[src/rtl/instr_loader.sv]
`default_nettype none
// ============================================================================
// Module      : instr_loader
// Description : Boot-time program loader. Holds the core in reset, receives a
//               framed byte stream (length, little-endian words, XOR checksum)
//               over valid/ready, writes the words into instruction memory at
//               consecutive word addresses, and releases the core once the
//               checksum matches.
// Revision    : 1.0 - initial release
// ============================================================================
module instr_loader #(
  parameter logic [31:0] BASE_ADDR = 32'h0000_0000,
  parameter int unsigned MAX_WORDS = 1024
) (
  input  logic        clk,
  input  logic        rst,          // asynchronous, active-low
  input  logic        start,
  input  logic [7:0]  rx_data,
  input  logic        rx_valid,
  output logic        rx_ready,
  output logic        imem_we,
  output logic [31:0] imem_addr,
  output logic [31:0] imem_wd,
  output logic        core_rst,
  output logic        busy,
  output logic        done,
  output logic        error,
  output logic [15:0] words_loaded
);

  // Largest accepted word count, widened to the count register width.
  localparam logic [31:0] C_MAX_WORDS = 32'(MAX_WORDS);
  // words_loaded stops counting here rather than wrapping.
  localparam logic [15:0] C_WORDS_SAT = 16'hFFFF;

  typedef enum logic [2:0] {
    S_IDLE  = 3'd0,
    S_LEN   = 3'd1,
    S_DATA  = 3'd2,
    S_CSUM  = 3'd3,
    S_DONE  = 3'd4,
    S_ERROR = 3'd5
  } state_t;

  state_t      r_state;
  state_t      w_state_next;

  // Frame bookkeeping
  logic [1:0]  r_byte_cnt;      // byte lane within the current length/data word
  logic [31:0] r_len;           // word count N, assembled from the length field
  logic [31:0] r_asm;           // data word under assembly
  logic [15:0] r_word_cnt;      // words fully assembled in this load
  logic [7:0]  r_xor;           // running XOR of length and data bytes

  // Memory write port (separate from the assembly register so the stream
  // never has to stall while a completed word is being written)
  logic        r_we;
  logic [31:0] r_addr;
  logic [31:0] r_wd;
  logic [15:0] r_words_loaded;

  logic        w_rx_ready;
  logic        w_accept;
  logic        w_start_ok;
  logic        w_last_byte;
  logic        w_last_word;
  logic        w_csum_ok;
  logic [31:0] w_len_next;
  logic [31:0] w_word;
  logic [31:0] w_word_addr;
  logic [15:0] w_words_inc;

  // Handshake and frame-position decode
  assign w_rx_ready  = (r_state == S_LEN) || (r_state == S_DATA) || (r_state == S_CSUM);
  assign w_accept    = rx_valid && w_rx_ready;
  assign w_start_ok  = start && ((r_state == S_IDLE) || (r_state == S_DONE) || (r_state == S_ERROR));
  assign w_last_byte = (r_byte_cnt == 2'd3);
  assign w_last_word = (({16'd0, r_word_cnt} + 32'd1) == r_len);
  assign w_csum_ok   = (rx_data == r_xor);

  // Address of the next word written: base plus four bytes per word already
  // counted; the sum wraps naturally at 32 bits.
  assign w_word_addr = BASE_ADDR + {14'd0, r_words_loaded, 2'b00};
  assign w_words_inc = (r_words_loaded == C_WORDS_SAT) ? r_words_loaded
                                                       : (r_words_loaded + 16'd1);

  // Insert the incoming byte into its lane of the length and data registers
  always_comb begin
    w_len_next = r_len;
    w_word     = r_asm;
    w_len_next[{r_byte_cnt, 3'b000} +: 8] = rx_data;
    w_word[{r_byte_cnt, 3'b000} +: 8]     = rx_data;
  end

  // State register
  always_ff @(posedge clk or negedge rst) begin
    if (!rst) begin
      r_state <= S_IDLE;
    end else begin
      r_state <= w_state_next;
    end
  end

  // Next-state logic
  always_comb begin
    w_state_next = r_state;
    case (r_state)
      S_IDLE, S_DONE, S_ERROR: begin
        if (start) begin
          w_state_next = S_LEN;
        end
      end
      S_LEN: begin
        if (w_accept && w_last_byte) begin
          if (w_len_next > C_MAX_WORDS) begin
            w_state_next = S_ERROR;
          end else if (w_len_next == 32'd0) begin
            w_state_next = S_CSUM;
          end else begin
            w_state_next = S_DATA;
          end
        end
      end
      S_DATA: begin
        if (w_accept && w_last_byte && w_last_word) begin
          w_state_next = S_CSUM;
        end
      end
      S_CSUM: begin
        if (w_accept) begin
          w_state_next = w_csum_ok ? S_DONE : S_ERROR;
        end
      end
      default: begin
        w_state_next = S_IDLE;
      end
    endcase
  end

  // Length capture, word assembly and checksum accumulation
  always_ff @(posedge clk or negedge rst) begin
    if (!rst) begin
      r_byte_cnt <= 2'd0;
      r_len      <= 32'd0;
      r_asm      <= 32'd0;
      r_word_cnt <= 16'd0;
      r_xor      <= 8'd0;
    end else if (w_start_ok) begin
      r_byte_cnt <= 2'd0;
      r_len      <= 32'd0;
      r_asm      <= 32'd0;
      r_word_cnt <= 16'd0;
      r_xor      <= 8'd0;
    end else if (w_accept) begin
      case (r_state)
        S_LEN: begin
          r_len      <= w_len_next;
          r_xor      <= r_xor ^ rx_data;
          r_byte_cnt <= r_byte_cnt + 2'd1;
        end
        S_DATA: begin
          r_asm      <= w_word;
          r_xor      <= r_xor ^ rx_data;
          r_byte_cnt <= r_byte_cnt + 2'd1;
          if (w_last_byte) begin
            r_word_cnt <= r_word_cnt + 16'd1;
          end
        end
        default: begin
          // The checksum byte is compared, never folded into the XOR.
        end
      endcase
    end
  end

  // Memory write: a completed word is presented for exactly one cycle
  always_ff @(posedge clk or negedge rst) begin
    if (!rst) begin
      r_we           <= 1'b0;
      r_addr         <= BASE_ADDR;
      r_wd           <= 32'd0;
      r_words_loaded <= 16'd0;
    end else begin
      r_we <= 1'b0;
      if (w_start_ok) begin
        r_words_loaded <= 16'd0;
      end else if (w_accept && (r_state == S_DATA) && w_last_byte) begin
        r_we           <= 1'b1;
        r_addr         <= w_word_addr;
        r_wd           <= w_word;
        r_words_loaded <= w_words_inc;
      end
    end
  end

  assign rx_ready     = w_rx_ready;
  assign busy         = w_rx_ready;
  assign imem_we      = r_we;
  assign imem_addr    = r_addr;
  assign imem_wd      = r_wd;
  assign words_loaded = r_words_loaded;
  assign done         = (r_state == S_DONE);
  assign error        = (r_state == S_ERROR);
  // The core only leaves reset once a verified image is in memory.
  assign core_rst     = (r_state == S_DONE);

endmodule
`default_nettype wire

[config.mk]
export PLATFORM = sky130hd
export DESIGN_NAME = instr_loader
export DESIGN_NICKNAME = d
export VERILOG_FILES = /design/src/rtl/instr_loader.sv
export SDC_FILE = /design/constraint.sdc
export NUM_CORES = 1
export LEC_CHECK = 0
export CAP_MARGIN = 40
export CORE_ASPECT_RATIO = 0.7
export CORE_UTILIZATION = 23
export DETAILED_ROUTE_END_ITERATION = 10
export DONT_BUFFER_PORTS = 1
export PLACE_DENSITY_LB_ADDON = 0.08
export SLEW_MARGIN = 10
export SYNTH_ARGS = -nofsm -noshare
export SYNTH_HDL_FRONTEND = slang
export SYNTH_SLANG_ARGS = --single-unit
[constraint.sdc]
create_clock -name clk -period 2.7 [get_ports clk]
set_clock_uncertainty 0.05 [all_clocks]
set_input_delay 0.27 -clock clk [delete_from_list [all_inputs] [get_ports clk]]
set_output_delay 0.27 -clock clk [all_outputs]
set_load 0.03 [all_outputs]
Yosys cells after proc, flatten, opt, wreduce, memory -nomap -nowiden
Cells that the tools add are included.

storage, ports and cells
  register bits after elaboration = 158
  input port bits = 12
  output and inout port bits = 86

cells by class
  $add $sub $neg = 5
  magnitude comparators = 1
  equal/unequal tests = 14
  shift operators = 2
  mux-type cells = 31
  bitwise operators = 2
  reductions and logical operators = 27

operators with widths
  operator                                                                number
  32-bit two-way mux                                                      6
  16-bit two-way mux                                                      7
  32-bit bitwise mux                                                      2
  16-bit by 1-bit adder with 16-bit output, second input constant         2
  17-bit by 32-bit == test with 1-bit output                              1
  32-bit by 11-bit > comparator with 1-bit output, second input constant  1
  32-bit logical NOT                                                      1
  8-bit by 7-bit variable shift with 32-bit output, first input constant  1
  8-bit by 7-bit indexed part select with 32-bit output                   1
  8-bit two-way mux                                                       3
  16-bit by 1-bit adder with 17-bit output, second input constant         1
  16-bit == test, second input constant                                   1
  3-bit two-way mux                                                       5
  3-bit case mux with 4 select lines                                      1
  2-bit nonzero test                                                      6
  2-bit AND reduction                                                     5
  8-bit == test                                                           1
  8-bit XOR                                                               1
  5-bit negator with 7-bit output                                         1
  3-bit by 2-bit == test with 1-bit output, second input constant         2
  3-bit == test, second input constant                                    2
  1-bit logical AND                                                       6
  2-bit two-way mux                                                       3
  2-bit inequality test, second input constant                            3
  12 further kinds                                                        19

Longest topological paths before layout
  depth after elaboration = 8
  mapped depth = 10
  depth with buffers taken out = 9

Worst setup path after synthesis
OpenSTA, ideal clock, no wires.

  path type = flip-flop to flip-flop
  from = reg r_byte_cnt[0]
  to = reg r_state[0]
  arrival time = 2.381 ns
  data required time = 2.528 ns
  setup slack = 0.147 ns
  cell stages (with the launch flop) = 11
  period minus slack after synthesis = 2.553 ns
  cells stage by stage = dfrtp_1 > inv_1 > ha_1 > clkbuf_1 > and4bb_2 > a2111oi_2 > o221ai_1 > nor4_2 > and2_1 > o21ai_1 > a32o_1

between the ends
  longest elaborated chain between the ends = 8
  elaborated cells on any way between the ends = 16
  classes of those cells = 1 x add/sub; 1 x order compare; 3 x eq/ne; 2 x shift; 5 x mux; 4 x reduce/logical

RTL lines
  item                                                                                                     line  source
  start: declaration                                                                                       49    logic [1:0] r_byte_cnt;
  start signal: assignment                                                                                 159   r_byte_cnt <= r_byte_cnt + 2'd1;
  start signal: assignment                                                                                 164   r_byte_cnt <= r_byte_cnt + 2'd1;
  parallel branches: the longest is 8 deep, another holds 32-bit by 11-bit > comparator with 1-bit output  -
  end signal: assignment                                                                                   100   r_state <= w_state_next;
  end: declaration                                                                                         45    state_t r_state;

Parallel ways; which one is timed is not known. The select of a mux whose other input is x is not followed.
A chain may end at the register's enable or synchronous reset.

Worst setup path in the final report
  from = reg r_byte_cnt[1]
  to = reg r_state[0]

Same word-level chain as after synthesis.

==> impl_metrics.ini <==
[pwr]
power.share.switching = 0.403
totalPowerFinal_mw = 8.94
p_sw_mw = 3.60
pwr-share-clk = 0.277
combinationalPowerShare = 0.336
p_int_mw = 5.34
sequentialPowerShare = 0.387
vdd_drop_max_uv = 517
p_leak_nw = 4.14
p_per_area_nw_per_um2 = 929

[clock_network]
path_clk_slew_ns = 0.07
cts_tree = built
cts.sinks = 158
htree_levels = 4
cts_buffers = 17
root_buffer = clkbuf_16
clkLatencyLatePin_ns = 0.44
cts_buffer_depth = 2
cts_hold_buffers = 9

[worst_setup_path]
max_stage_delay_ns = 0.42
arrival_ns = 2.83
critPathCaptureType = flop
start_kind = flop
crit_chain = inv_2 -> ha_2 -> and4b_1 -> a22oi_1 -> a41oi_1 -> nor4_2 -> and2_1 -> o21ai_1 -> a32o_1
cpMaxStageDelayCell = dfrtp_1
required_ns = 2.98
crit_fanout = 6
critPathKind = reg -> reg

[die]
die_x_um = 227
die_area_um2 = 36300
core_um2 = 34900
initial_core_util = 0.234
rows = 57
io_pins = 98
die_h_um = 160

[run_status]
violations = negative hold slack
status = complete, but fails checks

[timing]
fin_hold_ws_ns = -0.519
final-hold-violation-count = 158
report.final.slew_viol_count = 0
period_share = 0.943
setup_tns_ns = 0
relSlewSlack = 0.450
layout_min_cycle_time_ns = 2.55
rsz0062_at_grt = no
tightest_slew_ns = 0.826
fmax_ghz = 0.393
finalSetupViolations = 0

[worst_hold_path]
hp-class = in -> async

[cells_and_area]
area_growth_pct = 17.7
final_layout_size_suffix_gt1_frac = 0.128
nFillCells = 3720
final_common_cell = dfrtp_1
final_cell_mix = dfrtp_1 (157), nand2_1 (124), nor2_1 (92)
fin_nets = 907
n_antenna_cell = 0

[grt]
grt_start_max_net_pins = 159
grt_overflow = 0
grt_usage = 0.159
grt_pass1_wl_um = 43100
grt_antenna_before_repair = 0
first_global_vias = 6595

[yosys]
yosysTopAreaCell = dfrtp_1
ys_seq_elements = 158
avgSynthCellArea_um2 = 9.33
synth_mux_area_frac = 0.0103
synth_seq_area_share = 0.484
yosys_most_used_dff = dfrtp_1
yosys.area_share.simple = 0.174
synth-async-reset-ratio = 1.00
synth_top_family_by_area = compound AO/OA/AOI/OAI gates
yosysTopAreaCellShare = 0.484
syn-instance-count = 876
synth-compound-area-share = 0.208
synth-edff-count = 0
synthTopCellsByArea = dfrtp_1 (48%), nand2_1 (5.7%), nor2_1 (4.2%), a22o_1 (3.7%), o21ai_0 (3.1%)
synth.distinct_cells = 64
synth_fa_ha_area_frac = 0.0122
yosysWarnings = 0
synth.cell_area_um2 = 8180
synth_xor_area_frac = 0.0450

[route]
via_per_inst = 4.81
antenna_left = 0
route.detailed.drc = 0
drt_wl_total_um = 27800
firstDrtPassIters = 5
drt-wirelength-per-cell_um = 20.3
via_count = 6599
drt_iter0_drc = 404

[job]
maxCapViolCount = 0

[placement]
io_buffers = 0
dp_hpwl_um = 17800
place_congestion = 0.782
power groups by stage:
stage | Combinational [mW] | Sequential, mW | Clock, mW
6_report | 3.00 | 3.46 | 2.48
5_1_grt | 3.34 | 3.52 | 2.65
4_1_cts | 3.03 | 3.46 | 2.56
3_5_place_dp | 2.98 | 3.50 | 0
3_3_place_gp | 2.99 | 3.51 | 0
2_1_floorplan | 1.99 | 3.39 | 0
per-stage QoR:
step | util | cells | setup slack, ns | area (um^2) | hold WS [ns]
4_1_cts | 0.275 | 1372 | 0.0351 | 9600 | -0.540
3_3_place_gp | 0.256 | 1330 | 0.104 | 8910 | -0.0596
6_report | 0.276 | 1372 | 0.153 | 9620 | -0.519
5_1_grt | 0.276 | 1372 | 0.0262 | 9620 | -0.547
3_5_place_dp | 0.256 | 1331 | 0.0520 | 8920 | -0.0584
2_1_floorplan | - | 891 | 0.147 | 8230 | -0.0756
final cells by class:
cell class / count / area, um^2 / share of cell area
multi-input cells: 612 / 3800 / 0.395
clock inverters: 9 / 80.1 / 0.00832
flip-flops and latches: 158 / 3960 / 0.411
repair buffers: 66 / 568 / 0.0590
well taps: 472 / 591 / 0.0614
inverters: 32 / 120 / 0.0125
clock buffers: 23 / 508 / 0.0528
registers in the layout, indices dropped and copies added (netlist names):
signal        count
imem_wd          32
r_asm            32
r_len            32
imem_addr        16
r_word_cnt       16
words_loaded     16
r_xor             8
r_state           3
r_byte_cnt        2
imem_we           1
final timing paths:
kind | startpoint | cells after the start | slack [ns] | endpoint
setup / recovery | r_byte_cnt[1] | 9 | 0.15 | r_state[0]
hold / removal | rst | 0 | -0.52 | r_xor[0]
setup reg to reg | r_byte_cnt[1] | 9 | 0.15 | r_state[0]
hold reg to reg | r_asm[31] | 1 | 0.44 | r_asm[31]
min in group clk | rx_data[5] | 2 | 0.02 | r_len[5]
max in group asynchronous | rst | 0 | 2.80 | imem_wd[13]
worst max-delay path, delay by kind of cell (launching register included):
family          cells  cell delay [ns]
simple gates        3             0.80
buf+inv             1             0.11
compound gates      4             0.73
fa+ha+maj           1             0.32
flops               1             0.42
cells in the mapped netlist (17+ instances only):
| cell type | instances |
|---|---|
| a221oi_1 | 28 |
| nand3_1 | 23 |
| a22o_1 | 35 |
| nand2_1 | 125 |
| xor2_1 | 17 |
| clkbuf_1 | 57 |
| inv_1 | 30 |
| xnor2_1 | 25 |
| o21ai_0 | 51 |
| o22ai_1 | 19 |
| nor2_1 | 92 |
| dfrtp_1 | 158 |
| a32o_1 | 21 |
| buf_4 | 19 |
what timing repair did:
item,CTS,global route
hold endpoints to repair,235,158
setup buffers,0,0
setup endpoints to repair,0,1
gates resized for setup,0,7
per-layer routing:
metal / wire [um] / vias to the layer above / track usage
met5: 0 / - / 0
li1: - / 3142 / -
met4: 289 / 0 / 0.0375
met1: 14800 / 3268 / 0.248
met2: 11200 / 173 / 0.216
met3: 1480 / 16 / 0.0357
cell families (layout without fill, tap and decap cells):
logic type	Yosys count	after routing
buffers and inverters	121	130
other	1	16
DFF	158	158
and+or+nand+nor	308	308
AOI/OAI and AO/OA	230	230
adders and majority gates	8	8
muxes	8	8
xor gates and xnor gates	42	42
Note: power is estimated with default switching activity, not from simulation.
